===== src/rtl/fetch_pkg.sv =====
`default_nettype none
// ============================================================================
// Module      : fetch_pkg
// Description : Shared types and constants for the instruction-fetch stage.
// Revision    : 1.0 - initial release
// ============================================================================
package fetch_pkg;

    localparam int unsigned c_pc_width    = 6;
    localparam int unsigned c_instr_width = 16;
    localparam logic [15:0] c_nop         = 16'h0000;

    typedef enum logic [1:0] {
        BOOT  = 2'd0,
        FETCH = 2'd1,
        HOLD  = 2'd2,
        DRAIN = 2'd3
    } fetch_state_t;

endpackage
`default_nettype wire


===== src/rtl/ifid_reg.sv =====
`default_nettype none
// ============================================================================
// Module      : ifid_reg
// Description : IF/ID pipeline register. Flush beats load, load beats hold.
//               When neither loaded nor held the entry becomes a bubble.
// Revision    : 1.0 - initial release
// ============================================================================
module ifid_reg
    import fetch_pkg::*;
#(
    parameter int unsigned PC_WIDTH    = c_pc_width,
    parameter int unsigned INSTR_WIDTH = c_instr_width
) (
    input  logic                   clock,
    input  logic                   reset_n,
    input  logic                   load,
    input  logic                   hold,
    input  logic                   flush,
    input  logic [INSTR_WIDTH-1:0] d_instr,
    input  logic [PC_WIDTH-1:0]    d_pc,
    input  logic [PC_WIDTH-1:0]    d_pc_plus1,
    output logic                   q_valid,
    output logic [INSTR_WIDTH-1:0] q_instr,
    output logic [PC_WIDTH-1:0]    q_pc,
    output logic [PC_WIDTH-1:0]    q_pc_plus1
);

    // Entry update: flush invalidates, load captures, hold keeps, else bubble
    always_ff @(posedge clock or negedge reset_n) begin
        if (!reset_n) begin
            q_valid    <= 1'b0;
            q_instr    <= INSTR_WIDTH'(c_nop);
            q_pc       <= '0;
            q_pc_plus1 <= '0;
        end else if (flush) begin
            q_valid    <= 1'b0;
        end else if (load) begin
            q_valid    <= 1'b1;
            q_instr    <= d_instr;
            q_pc       <= d_pc;
            q_pc_plus1 <= d_pc_plus1;
        end else if (!hold) begin
            // Decode consumed the entry and nothing new arrived
            q_valid    <= 1'b0;
        end
    end

endmodule
`default_nettype wire


===== src/rtl/fetch_stage.sv =====
`default_nettype none
// ============================================================================
// Module      : fetch_stage
// Description : Instruction-fetch control. Computes the next PC, issues the
//               instruction-memory request and loads the IF/ID register,
//               handling decode stalls, redirects and variable memory latency.
// Revision    : 1.0 - initial release
// ============================================================================
module fetch_stage
    import fetch_pkg::*;
#(
    parameter int unsigned         PC_WIDTH    = c_pc_width,
    parameter int unsigned         INSTR_WIDTH = c_instr_width,
    parameter logic [PC_WIDTH-1:0] RESET_PC    = '0
) (
    input  logic                   clock,
    input  logic                   reset_n,
    input  logic [PC_WIDTH-1:0]    pc_cur,
    output logic [PC_WIDTH-1:0]    pc_next,
    output logic                   imem_req,
    output logic [PC_WIDTH-1:0]    imem_addr,
    input  logic                   imem_ready,
    input  logic [INSTR_WIDTH-1:0] imem_rdata,
    input  logic                   stall,
    input  logic                   redirect_valid,
    input  logic [PC_WIDTH-1:0]    redirect_target,
    output logic                   ifid_valid,
    output logic [INSTR_WIDTH-1:0] ifid_instr,
    output logic [PC_WIDTH-1:0]    ifid_pc,
    output logic [PC_WIDTH-1:0]    ifid_pc_plus1
);

    fetch_state_t r_state;
    fetch_state_t w_state_next;

    logic [INSTR_WIDTH-1:0] r_hold_instr;
    logic [PC_WIDTH-1:0]    r_hold_pc;
    logic [PC_WIDTH-1:0]    r_drain_addr;

    logic [PC_WIDTH-1:0]    w_pc_inc;
    logic [PC_WIDTH-1:0]    w_hold_pc_inc;

    logic                   w_if_load;
    logic                   w_if_hold;
    logic                   w_if_flush;
    logic [INSTR_WIDTH-1:0] w_if_instr;
    logic [PC_WIDTH-1:0]    w_if_pc;
    logic [PC_WIDTH-1:0]    w_if_pc_plus1;

    logic                   w_hold_capture;
    logic                   w_hold_clear;
    logic                   w_drain_capture;

    // Increments wrap naturally at the PC width
    assign w_pc_inc      = pc_cur + PC_WIDTH'(1);
    assign w_hold_pc_inc = r_hold_pc + PC_WIDTH'(1);

    // State register
    always_ff @(posedge clock or negedge reset_n) begin
        if (!reset_n) begin
            r_state <= BOOT;
        end else begin
            r_state <= w_state_next;
        end
    end

    // Next state, next PC, memory request and IF/ID control
    always_comb begin
        w_state_next    = r_state;
        pc_next         = pc_cur;
        imem_req        = 1'b0;
        imem_addr       = pc_cur;
        w_if_load       = 1'b0;
        w_if_hold       = 1'b0;
        w_if_flush      = 1'b0;
        w_if_instr      = imem_rdata;
        w_if_pc         = pc_cur;
        w_if_pc_plus1   = w_pc_inc;
        w_hold_capture  = 1'b0;
        w_hold_clear    = 1'b0;
        w_drain_capture = 1'b0;

        case (r_state)
            BOOT: begin
                // Redirects are ignored until the first fetch is issued
                pc_next      = RESET_PC;
                w_state_next = FETCH;
            end

            FETCH: begin
                imem_req  = 1'b1;
                imem_addr = pc_cur;
                if (redirect_valid) begin
                    pc_next      = redirect_target;
                    w_if_flush   = 1'b1;
                    w_hold_clear = 1'b1;
                    if (!imem_ready) begin
                        // Outstanding request must complete at its own address
                        w_drain_capture = 1'b1;
                        w_state_next    = DRAIN;
                    end
                end else if (imem_ready) begin
                    pc_next = w_pc_inc;
                    if (stall) begin
                        w_hold_capture = 1'b1;
                        w_if_hold      = 1'b1;
                        w_state_next   = HOLD;
                    end else begin
                        w_if_load = 1'b1;
                    end
                end else begin
                    // Keep the address steady while waiting on memory
                    pc_next   = pc_cur;
                    w_if_hold = stall;
                end
            end

            HOLD: begin
                pc_next = pc_cur;
                if (redirect_valid) begin
                    pc_next      = redirect_target;
                    w_if_flush   = 1'b1;
                    w_hold_clear = 1'b1;
                    w_state_next = FETCH;
                end else if (!stall) begin
                    w_if_load     = 1'b1;
                    w_if_instr    = r_hold_instr;
                    w_if_pc       = r_hold_pc;
                    w_if_pc_plus1 = w_hold_pc_inc;
                    w_state_next  = FETCH;
                end else begin
                    w_if_hold = 1'b1;
                end
            end

            DRAIN: begin
                // Finish the abandoned request; its data is thrown away
                imem_req  = 1'b1;
                imem_addr = r_drain_addr;
                pc_next   = pc_cur;
                if (redirect_valid) begin
                    pc_next      = redirect_target;
                    w_if_flush   = 1'b1;
                    w_hold_clear = 1'b1;
                end else begin
                    w_if_hold = stall;
                    if (imem_ready) begin
                        w_state_next = FETCH;
                    end
                end
            end

            default: begin
                w_state_next = BOOT;
            end
        endcase
    end

    // Hold buffer: parks a fetched instruction while decode is stalled
    always_ff @(posedge clock or negedge reset_n) begin
        if (!reset_n) begin
            r_hold_instr <= INSTR_WIDTH'(c_nop);
            r_hold_pc    <= '0;
        end else if (w_hold_clear) begin
            r_hold_instr <= INSTR_WIDTH'(c_nop);
            r_hold_pc    <= '0;
        end else if (w_hold_capture) begin
            r_hold_instr <= imem_rdata;
            r_hold_pc    <= pc_cur;
        end
    end

    // Drain address: the address of the request abandoned by a redirect
    always_ff @(posedge clock or negedge reset_n) begin
        if (!reset_n) begin
            r_drain_addr <= '0;
        end else if (w_drain_capture) begin
            r_drain_addr <= pc_cur;
        end
    end

    ifid_reg #(
        .PC_WIDTH    (PC_WIDTH),
        .INSTR_WIDTH (INSTR_WIDTH)
    ) u_ifid_reg (
        .clock      (clock),
        .reset_n    (reset_n),
        .load       (w_if_load),
        .hold       (w_if_hold),
        .flush      (w_if_flush),
        .d_instr    (w_if_instr),
        .d_pc       (w_if_pc),
        .d_pc_plus1 (w_if_pc_plus1),
        .q_valid    (ifid_valid),
        .q_instr    (ifid_instr),
        .q_pc       (ifid_pc),
        .q_pc_plus1 (ifid_pc_plus1)
    );

endmodule
`default_nettype wire


===== config.mk =====
export PLATFORM = sky130hd
export DESIGN_NAME = fetch_stage
export DESIGN_NICKNAME = d
export VERILOG_FILES = /design/src/rtl/fetch_pkg.sv /design/src/rtl/ifid_reg.sv /design/src/rtl/fetch_stage.sv
export SDC_FILE = /design/constraint.sdc
export NUM_CORES = 1
export LEC_CHECK = 0
export ABC_AREA = 0
export CAP_MARGIN = 25
export CORE_UTILIZATION = 54
export DETAILED_ROUTE_END_ITERATION = 12
export PLACE_DENSITY = 0.86
export SLEW_MARGIN = 15
export SYNTH_ARGS = -nofsm -noshare
export SYNTH_HDL_FRONTEND = slang
export SYNTH_SLANG_ARGS = --single-unit

===== constraint.sdc =====
create_clock -name clock -period 3.36 [get_ports clock]
set_input_delay 0.504 -clock clock [delete_from_list [all_inputs] [get_ports clock]]
set_output_delay 0.504 -clock clock [all_outputs]
set_load 0.02 [all_outputs]

; ---- After elaboration in Yosys (flattened, before gate mapping)
; Index checks and enable logic that the tools add are counted.
[classes]
addsub = 2
n_eq_ne = 10
mux = 50
bitwise = 1
reduce_logical = 7
[op_table]
columns = cell, count
row1 = 16-bit two-way mux, 5
row2 = 6-bit two-way mux, 12
row3 = 1-bit two-way mux, 21
row4 = 6-bit case mux with 3 select lines, 1
row5 = 2-bit two-way mux, 8
row6 = 6-bit by 1-bit adder with 6-bit output (second input constant), 2
row7 = 3-bit != test (second input constant), 4
row8 = 2-bit case mux with 4 select lines, 1
row9 = 6-bit AND reduction, 1
row10 = 2-bit == test (second input constant), 2
row11 = 2-bit != test (second input constant), 2
row12 = 2-bit OR reduction, 2
row13 = 3-bit by 2-bit != test with 1-bit output (second input constant), 1
row14 = 1-bit case mux with 3 select lines, 1
row15 = 3-bit OR reduction, 1
row16 = 2-bit by 1-bit == test with 1-bit output (second input constant), 1
row17 = 2-bit logical NOT, 1
row18 = 1-bit case mux with 2 select lines, 1
row19 = 2-bit AND reduction, 1
row20 = 2-bit nonzero test, 1
row21 = 1-bit inverter, 1
[word_totals]
register_bits = 59
in_bits = 33
output_inout_bits = 42
wordCells = 78

; ---- Logic depth before layout (Yosys ltp)
; Gate-level depths: netlist of run 1.
[depth]
depth_word = 7
mapped_depth = 8
mapped_depth_nobuf = 6

; ---- By module
; Synthesis of run 1 repeated with hierarchy kept, for this count alone.
[unflattened]
cells_unflattened = 305
hier_area_um2 = 3353.2
[modules_own_cells]
columns = module, n_inst, cells_each, area_each_um2, seq_area_each_um2
row1 = fetch_stage, 1, 242, 2163.3, 750.7
row2 = ifid_reg, 1, 63, 1189.9, 725.7

; ---- Least setup slack after synthesis of run 1
; OpenSTA, ideal clock, no wires.
[synth_timing]
kind = input to output
start = input pc_cur[2]
end = output pc_next[3]
arrival_time_ps = 1774
t_required_ps = 2856
path_slack_ps = 1082
path_stages = 5
n_path_buf = 1
path_cell_list = buf_2 > nand3_1 > o31ai_1 > o311ai_0 > a21boi_0
[synth_via]
elab_chain_len = 4
[synth_lines]
columns = item, line_no
row1 = start: declaration, fetch_stage.sv:18  ; input logic [PC_WIDTH-1:0] pc_cur,
row2 = 6-bit by 1-bit adder with 6-bit output, fetch_stage.sv:55  ; assign w_pc_inc = pc_cur + PC_WIDTH'(1);
row3 = 6-bit two-way mux, fetch_stage.sv:102  ; end else if (imem_ready) begin
row4 = 6-bit two-way mux, fetch_stage.sv:93  ; if (redirect_valid) begin
row5 = 6-bit case mux with 3 select lines, fetch_stage.sv:83  ; case (r_state)
row6 = end: declaration, fetch_stage.sv:19  ; output logic [PC_WIDTH-1:0] pc_next,
; Every way passes these cells.

; ---- Worst setup path after layout of run 1
[layout_timing]
start = input pc_cur[0]
end = output pc_next[4]
; The elaborated chain is that of the path after synthesis.

==> results of run 1 <==
## registers in the layout (all words and copies together) (netlist names)
signal,flops
u_ifid_reg.q_pc_plus1,6
r_hold_pc,6
u_ifid_reg.q_valid,1
u_ifid_reg.q_pc,6
u_ifid_reg.q_instr,16
r_state,2
r_drain_addr,6
r_hold_instr,16
## Yosys cell counts
cell       number  area share
buf_2          10       0.016
or2_2           2      0.0040
nand3_1         5      0.0080
clkbuf_1       11       0.013
o311ai_0        1      0.0028
a21o_1          1      0.0024
and2_1          2      0.0040
a2bb2oi_1       1      0.0028
o22a_1          1      0.0028
a211o_1         1      0.0028
o21ai_1         9       0.014
o31ai_1         3      0.0072
a22oi_1         1      0.0024
a211oi_1        3      0.0072
o21a_1          1      0.0024
a21oi_1        32       0.051
nor2b_1         4      0.0080
and3_1          1      0.0020
mux2_2         11       0.040
o21bai_1        1      0.0024
nor3b_2         1      0.0040
nor3_2          1      0.0032
o21ai_0        24       0.039
buf_6           2      0.0072
o31a_1          1      0.0028
nand4_1         2      0.0040
dfrtp_1        59        0.47
xnor2_1         5       0.014
nor2_1          9       0.011
nor3_1          6      0.0097
a21boi_0        1      0.0024
nand2_1        85        0.10
nand3b_1        1      0.0024
a21boi_1        1      0.0024
inv_1           7      0.0084
mux2i_1        24       0.077
xor2_1          1      0.0028
or3_1           1      0.0020
buf_4           1      0.0024
a311o_1         1      0.0032
inv_2           1      0.0012
a221oi_1        1      0.0028
ha_1            6       0.024
## power by group
part           total (mW)  internal [mW]  switching (mW)  leakage (nW)
logic                1.51          0.713           0.796         0.906
clock network       0.625          0.339           0.286        0.0950
registers            1.07          0.937           0.132         0.761
## layout make-up
type / count / area, um^2
inverters: 8 / 30.0
fillers: 420 / 1390
clock inverters: 7 / 68.8
clock buffers: 9 / 124
flip-flops and latches: 59 / 1480
repair buffers: 92 / 871
multi-input cells: 251 / 1490
well taps: 72 / 90.1
## kinds of logic (layout without fill, tap and decap cells)
family                     after synthesis  count (layout)
DFF                                     59              59
buffers and inverters                   32             116
AOI/OAI and AO/OA                       84              84
and+or+nand+nor                        120             120
adders and majority gates                6               6
muxes                                   35              35
xor gates and xnor gates                 6               6
## layer usage
| metal | GRT usage | wire [um] |
|---|---|---|
| met1 | 0.361 | 3390 |
| met2 | 0.435 | 3690 |
| met3 | 0.0529 | 452 |
| met4 | 0.0944 | 75 |
| met5 | 0 | 0 |
## metrics by stage
step	instances	util	worst slack [ns]	cell area [um^2]	hold slack, ns
final	498	0.749	0.201	4150	0.110
after detailed placement	482	0.715	0.211	3960	0.469
after global placement	482	0.715	0.255	3960	0.460
after CTS	498	0.749	0.211	4150	0.116
after global routing	498	0.749	0.0455	4150	0.134
after floorplan	342	-	1.08	3110	0.208
## final timing paths
path,start,endpoint,slack (ns),depth (start not counted)
worst max-delay path,pc_cur[0],pc_next[4],0.20,7
worst min-delay path,reset_n,u_ifid_reg.q_instr[2],0.11,1
worst max register to register,r_state[0],u_ifid_reg.q_instr[1],1.14,7
worst min register to register,u_ifid_reg.q_instr[2],u_ifid_reg.q_instr[2],0.48,2
max in group asynchronous,reset_n,u_ifid_reg.q_pc[0],2.37,2
min in group clock,u_ifid_reg.q_instr[2],u_ifid_reg.q_instr[2],0.48,2
==> results.yml, run 1 <==
finish:
  fin_nets: 460
  mostFrequentLayoutCell: "nand2_1"
  area_growth_pct: 33.5
  diodes: 0
  final_cell_mix: "nand2_1, clkdlybuf4s50_1, dfrtp_1"
  drive_above_1_share: 0.122
setup_path:
  crit_top_cell: "clkdlybuf4s50_1"
  required_ns: 2.86
  critPathKind: "primary input to output port"
  cp_top_family: "buffers and inverters"
  worstPathMaxFanout: 5
  cp_data_arrival_time_ns: 2.66
  cp_cell_sequence: "clkdlybuf4s50_1 -> ha_1 -> nand3_1 -> o31a_1 -> a2bb2oi_1 -> a21oi_1 -> clkdlybuf4s50_1"
  crit_buf_inv: 2
  cp-end-kind: "output port"
  start_kind: "primary input"
  crit_slowest_cell: "clkdlybuf4s50_1"
  slowest_delay_ns: 0.62
floorplanning:
  core_area_um2: 5540
  die_area_um2: 6070
  fp.dieW_um: 77.9
  die_y_um: 77.9
  io_pins: 75
  initial_core_util: 0.561
  rows: 27
grt:
  grt_max_degree: 41
  grt_use_total: 0.269
  grt_pass1_vias: 2600
  grt_pass1_wl_um: 12500
  globalRouteOverflowTotal: 0
  antenna_found_initial: 0
outcome:
  status: "completed"
power_and_ir_drop:
  power.total_mw: 3.20
  power.leakage_nw: 1.76
  power_density_nw_per_um2: 771
  irDropWorstVdd_mv: 0.526
clocking:
  cts_sinks: 59
  cts_tree: "built"
  cts_made_buffers: 9
  cts_hold_repair.buffers: 0
  htreeDepth: 3
  clk_latency_ns: 0.34
  cts_buffer_depth: 2
  cts-resized-gates: 0
  cts_root_buffer: "clkbuf_8"
  post_cts_buffers: 0
  path_clk_slew_ns: 0.08
synthesis:
  ys_seq_area_frac: 0.475
  yosysUniqueCellTypes: 43
  synth-adder-area-share: 0.0241
  yosys_warnings: 0
  synth_compound_area_frac: 0.154
  synth-simple-area-share: 0.165
  synth-xor-area-share: 0.0169
  ys_ff_latch: 59
  syn_area_um2: 3110
  synth_nets: 381
  synth_area_per_cell_um2: 9.09
  synthCells: 342
  synth_top_family_by_area: "simple AND/OR/NAND/NOR gates"
  synthMuxAreaShare: 0.117
detailed_routing:
  num_vias: 2700
  wl_um: 7610
  dr.pass1.iters: 4
  vias_per_cell: 5.42
  drc: 0
  wl_per_cell_um: 15.3
  drt_iter0_markers: 153
  drtAntennaViolNets: 0
timing:
  final-setup-viol-count: 0
  fin_tns_setup_ns: 0
  finalCritPeriodShare: 0.940
  maxSlewViolCount: 0
  tightest_slew_ns: 0.495
  maxClockFrequency_ghz: 0.317
  rsz0062_at_grt: "no"
  max_slew_margin: 0.670
  period_needed_ns: 3.16
  finClkSkew_ns: 0.0135
  hold_violations: 0
min_path:
  hold_path_class: "primary input to async pin"
place:
  gp_congestion: 0.883
  dp_hpwl_um: 5460
  io_buffers: 74
run:
  maxCapViolCount: 0
(Power assumes the default switching activity.)
==> run 2, diff against run 1 <==
- CORE_UTILIZATION: 54 -> 55
- HOLD_SLACK_MARGIN: unset -> 0.03
- SETUP_SLACK_MARGIN: unset -> 0.1
- SYNTH_HIERARCHICAL: unset -> 1
==> run 2 against run 1 <==
Compared with the run above: non-clock buffer count decreased by 1; cell area increased by 4.7%; cell count decreased by 7.0%; first-iteration DRC count increased by 43%; combinational power increased by 15%; synthesized area increased by 7.8%; power increased by 7.3%; flip-flop and latch count unchanged; hold slack improved by 0.026 ns; core utilization decreased by 1.1 points; clock skew decreased by 0.0076 ns; highest routed layer unchanged.
==> results.yml, run 2 <==
clocking:
  cts-resized-gates: 0
  cts_sinks: 59
  post_cts_buffers: 0
  htreeDepth: 3
  cts_hold_repair.buffers: 0
  clk_latency_ns: 0.34
  cts_tree: "built"
  cts_buffer_depth: 2
  cts_made_buffers: 9
  path_clk_slew_ns: 0.07
  cts_root_buffer: "clkbuf_8"
detailed_routing:
  vias_per_cell: 5.72
  wl_um: 7780
  wl_per_cell_um: 16.8
  drt_iter0_markers: 219
  dr.pass1.iters: 5
  num_vias: 2647
  drc: 0
  drtAntennaViolNets: 0
grt:
  grt_pass1_vias: 2554
  grt_use_total: 0.258
  grt_max_degree: 30
  grt_pass1_wl_um: 12300
  antenna_found_initial: 0
  globalRouteOverflowTotal: 0
timing:
  maxSlewViolCount: 0
  rsz0062_at_grt: "no"
  hold_violations: 0
  period_needed_ns: 3.14
  layout_setup_ws_ns: 0.223
  max_slew_margin: 0.648
  final-setup-viol-count: 0
  tightest_slew_ns: 0.528
  finClkSkew_ns: 0.00584
  maxClockFrequency_ghz: 0.319
  fin_tns_setup_ns: 0
  finalCritPeriodShare: 0.934
finish:
  drive_above_1_share: 0.260
  top_regs: "r_hold_instr (16), u_ifid_reg/q_instr (16)"
  final_cell_mix: "clkdlybuf4s50_1, dfrtp_1, nand2_1"
  fin_util: 0.739
  diodes: 0
  fillers: 408
  fin_nets: 422
  mostFrequentLayoutCell: "clkdlybuf4s50_1"
  area_growth_pct: 29.6
floorplanning:
  die_area_um2: 6410
  io_pins: 75
  core_area_um2: 5890
  rows: 28
  initial_core_util: 0.570
  die_y_um: 80.1
  fp.dieW_um: 80.1
synthesis:
  synth.most_common_cell: "dfrtp_1"
  synth_top_cell_area_share: 0.440
  synthFlopType: "dfrtp_1"
  yosysUniqueCellTypes: 42
  ys_seq_area_frac: 0.440
  synthTopCellsByArea: "dfrtp_1, mux2_2, mux2_4, nand2_1, a21oi_1"
  synth_top_area_cell: "dfrtp_1"
  synth_nets: 344
  ys_ff_latch: 59
  synth_async_sr_flop_share: 1.00
  synth_area_per_cell_um2: 11.0
  yosys_warnings: 6
  synth-edff-count: 0
  syn_area_um2: 3350
  synthCells: 305
  synth_common_cells: "dfrtp_1, nand2_1, mux2_2"
place:
  gp_congestion: 0.902
  io_buffers: 74
  dp_hpwl_um: 5450
  place_ws_ns: 0.249
min_path:
  hold_path_class: "primary input to async pin"
setup_path:
  required_ns: 2.86
  cp_data_arrival_time_ns: 2.63
  cp-end-kind: "output port"
  critPathKind: "primary input to output port"
  start_kind: "primary input"
  worstPathMaxFanout: 4
outcome:
  status: "completed"
power_and_ir_drop:
  power_density_nw_per_um2: 790
  power.leakage_nw: 1.82
  irDropWorstVdd_mv: 0.468
run:
  maxCapViolCount: 0
run 2: layout make-up:
cell class / instances / area, um^2 / share of cell area
clock buffer: 11 / 151 / 0.0348
clock inverter: 5 / 37.5 / 0.00864
inverter: 4 / 15.0 / 0.00345
multi-input combinational: 218 / 1700 / 0.390
sequential: 59 / 1480 / 0.340
tap: 75 / 93.8 / 0.0216
timing repair buffer: 91 / 876 / 0.201
run 2: report_power, final:
group / switching, mW / leakage [nW] / internal (mW)
logic: 0.820 / 0.967 / 0.918
clock network: 0.297 / 0.0915 / 0.308
registers: 0.144 / 0.761 / 0.948
total: 1.26 / 1.82 / 2.17
run 2: metal layers:
metal	up-vias	share of wire	wire length [um]	GRT usage
met2	106	0.49	3840	0.432
met1	1301	0.43	3350	0.319
met4	0	0.024	189	0.127
met3	21	0.051	395	0.0455
li1	1219	-	-	-
met5	-	0	0	0
run 2: cells by family (layout without fill, tap and decap cells):
logic type,after synthesis,count (layout),share of synthesized area
fa+ha+maj,6,6,0.0224
simple gates,84,84,0.118
flops,59,59,0.440
xor+xnor,9,9,0.0235
buf+inv,28,111,0.0571
mux,67,67,0.246
compound gates,52,52,0.0933
run 2: final timing paths:
path	start	endpoint	slack [ns]	depth (start not counted)
min in group clock	r_drain_addr[4]	r_drain_addr[4]	0.50	1
setup / recovery	pc_cur[1]	pc_next[4]	0.22	7
hold reg to reg	r_drain_addr[4]	r_drain_addr[4]	0.50	1
hold / removal	reset_n	r_drain_addr[4]	0.14	1
setup reg to reg	r_state[1]	u_ifid_reg/q_instr[14]	0.86	8
max in group asynchronous	reset_n	u_ifid_reg/q_instr[2]	2.48	3
run 2: through the flow:
stage	area [um^2]	instances	hold slack [ns]	total power [mW]
floorplan	3350	305	0.208	2.13
detailed placement	4160	447	0.494	2.83
finish	4350	463	0.135	3.44
global route	4350	463	0.172	3.60
CTS	4340	463	0.144	3.45
global placement	4140	446	0.482	2.79
run 2: worst max-delay path, cell delays in order:
cell and delay (ns):
clkdlybuf4s50_1 0.52, ha_1 0.25, nand4_1 0.13, xor2_1 0.16, or3_1 0.31, a21oi_1 0.13
clkdlybuf4s50_1 0.62
==> run 3, diff against run 2 <==
- REMOVE_ABC_BUFFERS: unset -> 1
- clock period: 3.36 -> 3.8 ns (I/O delays scaled with it)
==> run 3 against run 2 <==
Compared with the run above: hold slack worse by 0.064 ns; global-route usage down 0.15 points; sequential share of layout area up 0.22 points; via count down 4.0%; non-clock buffer count down 5; wire length down 1.9%; sequential power down 12%; die area unchanged; critical path type unchanged; largest power group unchanged.
==> results.yml, run 3 (synthesized netlist as in run 2, its figures left out) <==
outcome:
  status: "completed"
timing:
  finalCritPeriodShare: 0.876
  final-setup-viol-count: 0
  maxSlewViolCount: 0
  fin_tns_setup_ns: 0
  tightest_slew_ns: 0.890
  max_slew_margin: 0.405
  rsz0062_at_grt: "no"
  period_needed_ns: 3.33
  hold_violations: 0
  finClkSkew_ns: 0.00612
  maxClockFrequency_ghz: 0.300
grt:
  antenna_found_initial: 0
  grt_pass1_vias: 2506
  globalRouteOverflowTotal: 0
  grt_max_degree: 43
  grt_pass1_wl_um: 12300
  grt_use_total: 0.256
place:
  place_area_um2: 4100
  gp_congestion: 0.893
  dp_hpwl_um: 5100
  io_buffers: 74
clocking:
  cts_sinks: 59
  path_clk_slew_ns: 0.07
  htreeDepth: 3
  cts_made_buffers: 9
  cts_buffer_depth: 2
  cts_root_buffer: "clkbuf_8"
  cts_hold_repair.buffers: 0
  post_cts_buffers: 0
  cts_tree: "built"
  cts-resized-gates: 0
  clk_latency_ns: 0.33
finish:
  drive_above_1_share: 0.246
  final_cell_mix: "clkdlybuf4s50_1, dfrtp_1, nand2_1"
  top_regs: "r_hold_instr (16), u_ifid_reg/q_instr (16)"
  fillers: 422
  finalInstanceArea_um2: 4320
  fin_nets: 417
  mostFrequentLayoutCell: "clkdlybuf4s50_1"
  diodes: 0
  area_growth_pct: 28.8
floorplanning:
  die_y_um: 80.1
  initial_core_util: 0.570
  core_area_um2: 5890
  rows: 28
  io_pins: 75
  die_area_um2: 6410
  fp.dieW_um: 80.1
setup_path:
  cp_data_arrival_time_ns: 2.76
  required_ns: 3.23
  cp-end-kind: "output port"
  critPathKind: "primary input to output port"
  start_kind: "primary input"
  worstPathMaxFanout: 19
min_path:
  hold_path_class: "primary input to async pin"
detailed_routing:
  drc: 0
  drt_iter0_markers: 253
  dr.pass1.iters: 5
  vias_per_cell: 5.56
  drtAntennaViolNets: 0
  wl_um: 7640
  wl_per_cell_um: 16.7
  num_vias: 2542
run:
  maxCapViolCount: 0
power_and_ir_drop:
  irDropWorstVdd_mv: 0.384
  power.leakage_nw: 1.80
  power_density_nw_per_um2: 710
## run 3: changes by cell type in the layout (fill, tap and decap cells not counted), sizes merged
cell / delta
clkinv: -2
buf: -5
bufinv: +1
## run 3: layout make-up
class                           instances  area (um^2)  area share
Tap cell                               75         93.8      0.0217
Multi-Input combinational cell        218         1690       0.392
Inverter                                4         15.0     0.00348
Timing Repair Buffer                   86          838       0.194
Sequential cell                        59         1480       0.342
Clock buffer                           11          151      0.0351
Clock inverter                          4         50.0      0.0116
## run 3: path summary, 6_finish.rpt
kind | startpoint | end | slack [ns] | cells after the start
worst min-delay path | reset_n | u_ifid_reg/q_pc_plus1[2] | 0.07 | 1
worst max register to register | r_state[1] | u_ifid_reg/q_pc_plus1[5] | 1.17 | 7
worst max-delay path | redirect_valid | pc_next[1] | 0.47 | 6
max in group asynchronous | reset_n | u_ifid_reg/q_instr[15] | 2.97 | 3
worst min register to register | r_drain_addr[5] | r_drain_addr[5] | 0.51 | 1
min in group clock | r_drain_addr[5] | r_drain_addr[5] | 0.51 | 1
## run 3: power breakdown
part / internal (mW) / switching, mW / leakage [nW] / total, mW
Sequential: 0.839 / 0.123 / 0.761 / 0.962
Clock: 0.334 / 0.248 / 0.0974 / 0.581
Combinational: 0.801 / 0.724 / 0.944 / 1.52
## run 3: stage by stage
step                utilization  setup WS, ns  total power [mW]  std cells  hold WS (ns)
floorplan                     -          1.09              1.83        281         0.274
global placement          0.696         0.567              2.45        441         0.481
detailed placement        0.696         0.513              2.49        441         0.492
CTS                       0.730         0.512              3.08        456         0.399
global route              0.734         0.270              3.23        457        0.0601
finish                    0.734         0.470              3.07        457        0.0712
## run 3: metal layers
metal,global-route usage,share of wire,vias to the layer above
met5,0,0,-
met4,0.0911,0.013,0
met3,0.0614,0.054,11
met2,0.419,0.50,93
met1,0.332,0.44,1226
li1,-,-,1212
## run 3: critical path, stage by stage
cell and delay (ns):
clkdlybuf4s50_1 0.73, buf_4 0.34, nor2_1 0.11, a21oi_1 0.05
a211oi_1 0.30, clkdlybuf4s50_1 0.66
==> variant, RTL diff (config.mk and constraints of run 1) <==
Reset style: synchronous (`reset_n`), changed in 4 clocked blocks.
--- a/src/rtl/ifid_reg.sv
+++ b/src/rtl/ifid_reg.sv
@@ -27,5 +27,5 @@
 
     // Entry update: flush invalidates, load captures, hold keeps, else bubble
-    always_ff @(posedge clock or negedge reset_n) begin
+    always_ff @(posedge clock) begin
         if (!reset_n) begin
             q_valid    <= 1'b0;
--- a/src/rtl/fetch_stage.sv
+++ b/src/rtl/fetch_stage.sv
@@ -57,5 +57,5 @@
 
     // State register
-    always_ff @(posedge clock or negedge reset_n) begin
+    always_ff @(posedge clock) begin
         if (!reset_n) begin
             r_state <= BOOT;
@@ -158,5 +158,5 @@
 
     // Hold buffer: parks a fetched instruction while decode is stalled
-    always_ff @(posedge clock or negedge reset_n) begin
+    always_ff @(posedge clock) begin
         if (!reset_n) begin
             r_hold_instr <= INSTR_WIDTH'(c_nop);
@@ -172,5 +172,5 @@
 
     // Drain address: the address of the request abandoned by a redirect
-    always_ff @(posedge clock or negedge reset_n) begin
+    always_ff @(posedge clock) begin
         if (!reset_n) begin
             r_drain_addr <= '0;
Check against the original RTL: differs if reset_n is asserted again (counterexample within 4 cycles, from zero or initial values and one cycle with reset_n low); with reset_n held inactive, the same outputs for 10 cycles.
==> variant against run 1 <==
Worst setup slack improved by 0.067 ns. Highest routed layer unchanged. Die area decreased by 2.1%. Cell count decreased by 0.60%. Final area decreased by 3.2%. Critical endpoint unchanged. Register-to-register slack improved by 0.28 ns. Synthesized area decreased by 2.2%. Wire length decreased by 1.8%. Worst hold slack improved by 0.35 ns. Sequential cell count unchanged. First-iteration DRC count increased by 60%.
Power is not compared: it rests on default switching activity, and its combinational part moved more than twofold at a synthesized area within 25%.
==> variant: results (changes against run 1) <==
Routing
  • Met3 wire len: 433 um (-4.2%)
  • Vias per cell: 5.725 (+5.6%)
  • WL met1: 3.276 mm (-3.2%)
  • Vias: 2834 (+5.0%)

Timing
  • Worst Skew: 0.008226 ns (-0.005256 ns)
  • Actual slew at the worst max-slew pin: 0.7537 ns (+0.2583 ns)

Synth
  • Mux contribution to synthesized area: 0.1238 (+0.006711)
  • Seq/Total Area, Yosys: 0.3882 (-0.08650)
  • Post-synthesis compound-gate area fraction: 0.2109 (+0.05728)
  • Adder-Cell Fraction of Synth Area: 0.02467 (+0.0005359)
  • Ys async rst share: 0 (-1.000)
  • Top post-synthesis cells by area: dfxtp_1 (39%), mux2i_1 (11%), a211oi_2 (8.6%)
  • Yosys cell types: 42 (-2.3%)
  • Synth cell count leaders: dfxtp_1 (59), nand2_1 (58), nor2_1 (34)
  • Cells after Synth: 349 (+2.0%)

Worst setup path
  • R2r startpoint: r_state[1]
  • CP max stage delay: 0.65 ns (+0.03 ns)
  • R2R setup slack: 1.42 ns (+0.28 ns)
  • CP arrival: 2.59 ns (-0.07 ns)

Placement
  • Post-Place Cells: 479 (-0.62%)
  • Dpl cell area: 3846 um2 (-2.8%)
  • Routability-driven placement congestion ratio: 0.8597 (-2.6%)
  • HPWL after DPL: 5.116 mm (-6.4%)

Power
  • Tot Pwr: 0.001681 W

Cells and area
  • Seq area share: 0.2940 (-0.06165)
  • Final-stage net count: 459 (-0.22%)
  • Seq Cell Count: 59 (unchanged)
  • Area Overhead vs Synth: 32.03%
  • Non-clock buffer count: 88 (-4.3%)
  • Final non-clock buffer share: 0.2136 (+0.003876)
  • Multi-In Gates: 254 (+1.2%)
  • Clk cell area share: 0.04204 (-0.004371)
  • Clock buffers: 10 (+1)
  • Share of layout cells above drive strength 1: 0.1388 (+0.01676)

Global routing
  • Met3 Track Usage GR: 0.04048 (-0.01246)
  • Global routing met2 resource utilization: 0.4321 (-0.003255)
  • Vias in the first global route: 2521 (-3.0%)
  • Tot GR Track Use: 0.2554 (-0.01353)
  • First-pass GRT wire length: 11.87 mm (-5.0%)

Outcome
  • Status: complete, no violations

CTS
  • Clock Pin Slew Worst Setup and Hold Paths: 0.06 ns (-0.02 ns)
## variant: changes by cell type after synthesis, sizes merged, moves of 8 or more
cell    before  now
dfrtp       59    0
dfxtp        0   59
nand2       85   58
nor2         9   34
a211oi       3   25
o21ai       33   11
mux2i       24   32
## variant: worst max-delay path by stage
stage	slack (ns)	depth (start not counted)	to	start
after detailed placement	0.29	7	pc_next[4]	pc_cur[0]
after CTS	0.11	6	pc_next[2]	r_state[0]
after floorplan	1.05	6	pc_next[2]	r_state[0]
after global routing	0.09	7	pc_next[1]	r_state[0]
after global placement	0.32	7	pc_next[4]	pc_cur[0]
final	0.27	7	pc_next[4]	pc_cur[0]
## variant: cells by family (layout without fill, tap and decap cells)
kind of cell,after synthesis,count (layout)
AOI/OAI and AO/OA,85,85
xor gates and xnor gates,6,6
adders and majority gates,6,6
buffers and inverters,36,112
DFF,59,59
muxes,37,37
and+or+nand+nor,120,120
